--- src/rtl/intercon_wb_pkg.sv ---
// Shared state encoding and decode helpers for the registered Wishbone interconnect.
package intercon_wb_pkg;

  localparam logic [1:0] IDLE = 2'd0;
  localparam logic [1:0] BUSY = 2'd1;
  localparam logic [1:0] RESP = 2'd2;

  function automatic int sel_width(input int data_width);
    return data_width / 8;
  endfunction

  // present is the slave-present mask zero-extended to 256 bits
  function automatic logic is_mapped(input int unsigned idx, input int unsigned num_slaves,
                                     input logic [255:0] present);
    if (idx >= num_slaves || idx > 255) return 1'b0;
    return present[idx[7:0]];
  endfunction

endpackage

--- src/rtl/intercon_wb_timer.sv ---
// Slave response watchdog: counts BUSY cycles, expires on the last allowed cycle.
// Zero latency on expire; TIMEOUT_CYCLES = 0 disables expiry entirely.
module intercon_wb_timer #(
  parameter int TIMEOUT_CYCLES = 255,
  parameter int TIMEOUT_BITS   = 8
) (
  input  logic clk_i,
  input  logic rst_ni,
  input  logic clr,
  input  logic en,
  output logic expire
);

  logic [TIMEOUT_BITS-1:0] count;

  always_ff @(posedge clk_i or negedge rst_ni) begin
    if (!rst_ni) begin
      count <= '0;
    end else if (clr) begin
      count <= '0;
    end else if (en) begin
      count <= count + TIMEOUT_BITS'(1);
    end
  end

  assign expire = (TIMEOUT_CYCLES != 0) && en &&
                  (count == TIMEOUT_BITS'(TIMEOUT_CYCLES - 1));

endmodule

--- src/rtl/intercon_wb_reg.sv ---
// Registered 1-to-N classic Wishbone interconnect with present mask, bus error, timeout and abort.
// Slave strobe one edge after the request is sampled; master ack/err one edge after slave response.
module intercon_wb_reg
  import intercon_wb_pkg::*;
#(
  parameter int WB_DATA_WIDTH      = 32,
  parameter int WB_ADDR_WIDTH      = 32,
  parameter int WB_NUM_SLAVES      = 8,
  parameter int WB_NUM_SLAVES_BITS = 3,
  parameter int SLAVE_ADDRESS_BITS = 20,
  parameter logic [WB_NUM_SLAVES-1:0] SLAVE_PRESENT = '1,
  parameter int TIMEOUT_CYCLES     = 255,
  parameter int TIMEOUT_BITS       = 8
) (
  input  logic                                   clk_i,
  input  logic                                   rst_ni,
  input  logic [WB_DATA_WIDTH-1:0]               master_dat_i,
  input  logic                                   master_we_i,
  input  logic [sel_width(WB_DATA_WIDTH)-1:0]    master_sel_i,
  input  logic [WB_ADDR_WIDTH-1:0]               master_adr_i,
  input  logic                                   master_cyc_i,
  input  logic                                   master_stb_i,
  output logic [WB_DATA_WIDTH-1:0]               master_dat_o,
  output logic                                   master_ack_o,
  output logic                                   master_err_o,
  output logic [WB_DATA_WIDTH-1:0]               slave_dat_o,
  output logic [WB_NUM_SLAVES-1:0]               slave_we_o,
  output logic [sel_width(WB_DATA_WIDTH)-1:0]    slave_sel_o,
  output logic [WB_ADDR_WIDTH-1:0]               slave_adr_o,
  output logic [WB_NUM_SLAVES-1:0]               slave_cyc_o,
  output logic [WB_NUM_SLAVES-1:0]               slave_stb_o,
  input  logic [WB_DATA_WIDTH*WB_NUM_SLAVES-1:0] slave_dat_i,
  input  logic [WB_NUM_SLAVES-1:0]               slave_ack_i,
  input  logic [WB_NUM_SLAVES-1:0]               slave_err_i
);

  localparam int unsigned NS = WB_NUM_SLAVES;

  logic [1:0]                    state;
  logic [WB_NUM_SLAVES_BITS-1:0] idx;
  logic [WB_NUM_SLAVES_BITS-1:0] idx_q;
  logic                          mapped;
  logic [WB_NUM_SLAVES-1:0]      onehot;
  logic                          sel_ack;
  logic                          sel_err;
  logic [WB_DATA_WIDTH-1:0]      sel_dat;
  logic                          expire;

  assign idx    = master_adr_i[SLAVE_ADDRESS_BITS +: WB_NUM_SLAVES_BITS];
  assign mapped = is_mapped(32'(idx), NS, 256'(SLAVE_PRESENT));
  assign onehot = WB_NUM_SLAVES'(1) << idx;

  // Only the latched slave may complete the transfer; others are ignored.
  always_comb begin
    sel_ack = 1'b0;
    sel_err = 1'b0;
    sel_dat = '0;
    for (int i = 0; i < WB_NUM_SLAVES; i++) begin
      if (idx_q == WB_NUM_SLAVES_BITS'(i)) begin
        sel_ack = slave_ack_i[i];
        sel_err = slave_err_i[i];
        sel_dat = slave_dat_i[i*WB_DATA_WIDTH +: WB_DATA_WIDTH];
      end
    end
  end

  intercon_wb_timer #(
    .TIMEOUT_CYCLES(TIMEOUT_CYCLES),
    .TIMEOUT_BITS  (TIMEOUT_BITS)
  ) u_timer (
    .clk_i (clk_i),
    .rst_ni(rst_ni),
    .clr   (state != BUSY),
    .en    (state == BUSY),
    .expire(expire)
  );

  always_ff @(posedge clk_i or negedge rst_ni) begin
    if (!rst_ni) begin
      state        <= IDLE;
      idx_q        <= '0;
      master_dat_o <= '0;
      master_ack_o <= 1'b0;
      master_err_o <= 1'b0;
      slave_dat_o  <= '0;
      slave_we_o   <= '0;
      slave_sel_o  <= '0;
      slave_adr_o  <= '0;
      slave_cyc_o  <= '0;
      slave_stb_o  <= '0;
    end else begin
      case (state)
        IDLE: begin
          master_ack_o <= 1'b0;
          master_err_o <= 1'b0;
          if (master_cyc_i && master_stb_i) begin
            slave_adr_o <= master_adr_i;
            slave_dat_o <= master_dat_i;
            slave_sel_o <= master_sel_i;
            idx_q       <= idx;
            if (mapped) begin
              state       <= BUSY;
              slave_cyc_o <= onehot;
              slave_stb_o <= onehot;
              slave_we_o  <= master_we_i ? onehot : '0;
            end else begin
              state        <= RESP;
              master_err_o <= 1'b1;
            end
          end
        end
        BUSY: begin
          if (!master_cyc_i) begin
            state       <= IDLE;
            slave_cyc_o <= '0;
            slave_stb_o <= '0;
            slave_we_o  <= '0;
          end else if (sel_err || sel_ack || expire) begin
            // Error beats ack when both arrive together; data only captured on a clean ack.
            state       <= RESP;
            slave_cyc_o <= '0;
            slave_stb_o <= '0;
            slave_we_o  <= '0;
            if (sel_ack && !sel_err) begin
              master_ack_o <= 1'b1;
              master_dat_o <= sel_dat;
            end else begin
              master_err_o <= 1'b1;
            end
          end
        end
        RESP: begin
          state        <= IDLE;
          master_ack_o <= 1'b0;
          master_err_o <= 1'b0;
        end
        default: state <= IDLE;
      endcase
    end
  end

endmodule
--- config.mk ---
export PLATFORM = sky130hd
export DESIGN_NAME = intercon_wb_reg
export DESIGN_NICKNAME = d
export VERILOG_FILES = /design/src/rtl/intercon_wb_pkg.sv /design/src/rtl/intercon_wb_timer.sv /design/src/rtl/intercon_wb_reg.sv
export SDC_FILE = /design/constraint.sdc
export NUM_CORES = 1
export LEC_CHECK = 0
export ABC_CLOCK_PERIOD_IN_PS = 3000
export BUFFER_PORTS_ARGS = -buffer_cell sky130_fd_sc_hd__buf_2
export CAP_MARGIN = 20
export CORE_AREA = 5 5 180 182
export DETAILED_ROUTE_END_ITERATION = 10
export DIE_AREA = 0 0 185 187
export GPL_TIMING_DRIVEN = 0
export PLACE_DENSITY = 0.57
export SLEW_MARGIN = 20
export SYNTH_ARGS = -nofsm -noshare
export SYNTH_HDL_FRONTEND = slang
export SYNTH_HIERARCHICAL = 1
export SYNTH_SLANG_ARGS = --single-unit
--- constraint.sdc ---
create_clock -name clk_i -period 3 [get_ports clk_i]
set_clock_uncertainty 0.15 [all_clocks]
set_input_delay 0.3 -clock clk_i [delete_from_list [all_inputs] [get_ports clk_i]]
set_output_delay 0.3 -clock clk_i [all_outputs]
set_load 0.05 [all_outputs]
=== After elaboration in Yosys (flattened, before gate mapping) ===
Memory sizes are Yosys's and may differ from the RTL's.
Index checks and enable logic that the tools add are counted.

* Add/subtract/negate cells: 1
* Magnitude comparators: 1
* Equal/unequal tests: 18
* Shift-type cells: 1
* Mux-type cells: 51
* Reduce and logical (&&, ||, !) cells: 19

{| class="wikitable"
|+ Operators with widths
! operator !! count
|-
| $mux 32 || 8
|-
| $mux 8 || 9
|-
| $pmux 8 s2 || 2
|-
| $mux 1 || 25
|-
| $reduce_and 4->1 || 4
|-
| $eq 3x3->1 const B || 4
|-
| $ne 2x2->1 const B || 6
|-
| $lt 3x9->1 const B || 1
|-
| $add 8x1->8 const B || 1
|-
| $eq 8x8->1 const B || 1
|-
| $mux 2 || 4
|-
| $shl 1x3->8 const A || 1
|-
| $eq 3x2->1 const B || 2
|-
| $reduce_bool 2->1 || 3
|-
| $pmux 2 s2 || 1
|-
| $reduce_and 2->1 || 2
|-
| $eq 3x1->1 const B || 1
|-
| $logic_and 1x1->1 || 3
|-
| $logic_not 3->1 || 1
|-
| $ne 3x3->1 const B || 1
|-
| $pmux 1 s3 || 1
|-
| $reduce_bool 3->1 || 1
|-
| $eq 2x1->1 const B || 1
|-
| $eq 2x2->1 const B || 1
|-
| other kinds (6) || 7
|}

* Bits in registers: 131
* Memory bits (read-only): 8
* Bits of input ports: 345
* Output and inout bits: 126
* Memories: 1

{| class="wikitable"
|+ Memories
! name !! depth !! bits a word !! rd ports !! clocked after memory_dff !! wr ports !! line !! RTL
|-
| (name not given) || 8 || 1 || 1 || 0 || 0 || intercon_wb_pkg.sv:16 || <nowiki>return present[idx[7:0]];</nowiki>
|}

=== Longest topological paths before layout ===
* Word-level depth: 15
* Depth in mapped cells: 9
* Mapped depth without buffers: 7

=== Cells and area by module ===
Netlist, hierarchy kept.

{| class="wikitable"
|+ By module, submodules not included
! module !! instances !! cells each !! area an instance (sq um) !! sequential area each (sq um)
|-
| intercon_wb_reg || 1 || 898 || 7357.1 || 3002.9
|-
| intercon_wb_timer || 1 || 41 || 411.6 || 200.2
|}

=== Least setup slack after synthesis ===
OpenSTA, ideal clock, no wires.

* Path kind: register to register
* Start point: register slave_adr_o[21] (netlist name)
* End point: register master_dat_o[0]
* Setup time: 125 ps
* Arrival time: 2255 ps
* Slack: 470 ps
* Stages on the path, launching flop included: 9
* Path buffers: 2
* Cells stage by stage: dfrtp_1 buf_2 mux2_2 a22oi_1 a21oi_1 a21o_1 nand3_4 buf_6 mux2_4

{| class="wikitable"
|+ RTL lines
! element !! line !! RTL
|-
| end signal: assignment || intercon_wb_reg.sv:126 || <nowiki>master_dat_o <= sel_dat;</nowiki>
|-
| end: declaration || intercon_wb_reg.sv:23 || <nowiki>output logic [WB_DATA_WIDTH-1:0] master_dat_o,</nowiki>
|}

==> reports/metrics.cfg <==
[outcome]
status = completed

[floorplan]
die_area_sq_um = 34600
fp-row-count = 64
initial_core_util_pct = 25.5
ios = 471
core_sq_um = 30400
die_w_um = 185
die_h_um = 187

[place]
hpwl_um = 32000
dpl_cell_area_sq_um = 10700
port_buffers = 469
gp_congestion = 0.933

[route]
avgRoutedWirePerCell_um = 21.3
final_antenna_net_count = 0
drt_iter0_drc = 443
drt_wl_total_um = 40700
via_count = 9194
drt_first_pass_iters = 5
vias_per_cell = 4.82
drc = 0

[run]
maxCapViolCount = 0

[setup_path]
crit_fanout = 10
max_stage_delay_ns = 0.40
criticalPathCategory = reg -> reg
startpoint_type = flip-flop
end_kind = flip-flop
cp.arrival_ns = 2.99
crit_path_cell_trace = buf_2 > buf_2 > buf_2 > mux2i_1 > o21ai_0 > o21ai_0 > a21oi_1 > mux2_4
required_ns = 3.17
cp_slowest_cell = dfrtp_1
crit_top_cell = buf_2

[grt]
overflow = 0
grt_pass1_wl_um = 58800
grt_max_degree = 90
grt_util_met2_pct = 39.9
gr-max-usage-layer = met2
grtUsageMet1_pct = 26.0
grt_util_all_layers_pct = 22.4
grt_pass1_vias = 9701
antenna_found_initial = 4
grt_use_met3_pct = 5.39

[clock_tree]
tritoncts = done
clk_path_buf_depth = 2
cts_max_level = 4
cts-root-buf = clkbuf_16
clock_sinks = 128
cts_resized = 0
insertion_delay_ns = 0.42
clkTransAtPathRegs_ns = 0.07
cts_buffers = 17

[synth]
ys_ff_latch = 128
yosysSeqAreaShare_pct = 41.2
synth.top_cell.area_share_pct = 41.2
ys_warn_count = 6
synth_area_leaders = dfrtp_1, nand2_1, o21ai_0
synth_fp_nets = 1286
syn_area_sq_um = 7770
synth_edf_count = 0
yosysTopAreaCell = dfrtp_1
ys.flop_type = dfrtp_1
synthCells = 939
syn_avg_cell_area_sq_um = 8.27
synth_cell_types = 47
synthArstFlopShare_pct = 100

[power_and_ir_drop]
leakage_nw = 6.22
powerDensity_nw_per_um2 = 860
ir_drop_uv = 597

[cells_and_area]
syn_to_final_growth_pct = 53.7
layout-drive-gt1-share_pct = 38.1
finish.utilization_pct = 39.2
nNetsFinal = 1842
design_area_sq_um = 11900

[timing]
hold_viol_final = 0
slew_viol_final = 0
worstMarginPinSlew_ns = 0.806
grt_setup_unrepaired = no
finalSetupViolCount = 0
slew_headroom_pct = 46.0
fmax_mhz = 355
fin_crit_sh_pct = 94.0
timing.final.crit_period_ns = 2.82

[worst_hold_path]
min_path_type = in -> reg

==> Yosys cell counts (9+ instances only) <==
cell,n
nand2_1,271
o21ai_0,141
dfrtp_1,128
a21oi_1,63
mux2i_1,55
clkbuf_1,49
nor2_1,40
mux2_4,30
inv_1,18
a22oi_1,17
buf_2,17
a22o_1,10
buf_4,9
o221ai_1,9
==> worst max-delay path, delay by kind of cell (launching register included) <==
kind	cells	cell delay, ns
AO/OA/AOI/OAI	3	0.54
multiplexers	2	0.62
buffers and inverters	3	0.99
flip-flops	1	0.40
==> where the power goes <==
part,internal [W],total (W),switching (W)
registers,0.00222,0.00253,0.000308
logic,0.00166,0.00552,0.00386
clock network,0.00126,0.00221,0.000959
total,0.00514,0.0103,0.00513
==> per-layer routing <==
layer | wire (um) | vias to the layer above
met5 | 13 | -
met4 | 1330 | 2
met3 | 3280 | 59
met2 | 20300 | 447
met1 | 15800 | 4346
li1 | - | 4340
==> flip-flops by register name, summed over array words and instances, names as in the netlist <==
name,count
slave_adr_o,32
slave_sel_o,4
master_ack_o,1
slave_we_o,8
u_timer/count,8
master_dat_o,32
master_err_o,1
slave_dat_o,32
slave_stb_o,8
state,2
==> area by class of cell <==
class | count | area [sq um]
tap | 396 | 495
clock buffer | 17 | 425
clock inverter | 15 | 179
timing repair buffer | 537 | 3060
inverter | 18 | 67.6
buffer | 84 | 400
multi-input combinational | 709 | 4100
fill | 3171 | 18500
antenna | 5 | 12.5
sequential | 128 | 3200
==> timing repair <==
action | 4_1_cts | 5_1_grt
hold buffers | 67 | 0
endpoints found under the setup margin | 0 | 0
buffers inserted | 0 | 0
hold endpoints to repair | 105 | 0
==> cell usage in the layout (no fill, tap or decap), drive strengths merged, types with 2 or more instances in the layout <==
cell type and count:
clkinvlp 3, diode 5, nand2 271, or3 4, nor2 40, bufinv 2
nor3 4, clkbuf 66, xor2 3, a21boi 2, dlygate4sd3 67, inv 24
o21ai 142, dfrtp 128, a22o 10, a22oi 17, a21oi 63, a32oi 7
mux2 35, nand4 5, o221ai 9, buf 505, o22ai 2, and3 2
mux4 2, clkinv 4, nand3 3, and2 5, ha 2, nor2b 7
mux2i 55, o211ai 7
==> path summary, 6_finish.rpt <==
check / start / to / slack (ns) / depth (start not counted)
setup / recovery: slave_adr_o[21] / master_dat_o[23] / 0.18 / 8
hold / removal: master_we_i / slave_we_o[1] / 0.06 / 3
setup reg to reg: slave_adr_o[21] / master_dat_o[23] / 0.18 / 8
hold reg to reg: slave_adr_o[27] / slave_adr_o[27] / 0.32 / 2
max in group asynchronous: rst_ni / slave_dat_o[6] / 1.68 / 3
min in group asynchronous: rst_ni / master_dat_o[3] / 0.20 / 2
==> logic make-up (layout without fill, tap and decap cells) <==
kind of cell	after synthesis	after routing	share of synthesized area (%)
AND/OR/NAND/NOR	345	345	18.2
AO/OA/AOI/OAI	266	266	19.6
flip-flops	128	128	41.2
buffers and inverters	102	671	6.02
multiplexers	92	92	14.2
XOR/XNOR	4	4	0.451
adder cells (fa/ha/maj)	2	2	0.322
other	0	5	0
==> through the flow <==
step | TNS (ns) | worst slack (ns) | cells | hold WS [ns] | power (W)
global route | 0 | 0.0428 | 1906 | 0.0623 | 0.0108
CTS | 0 | 0.124 | 1904 | 0.0286 | 0.0103
global placement | -65.86 | -0.531 | 1804 | 0.305 | 0.00797
floorplan | 0 | 0.470 | 939 | -0.146 | 0.00629
finish | 0 | 0.181 | 1909 | 0.0646 | 0.0103
detailed placement | 0 | 0.124 | 1805 | 0.0684 | 0.00800
No activity file was read; power rests on OpenSTA's default activity.
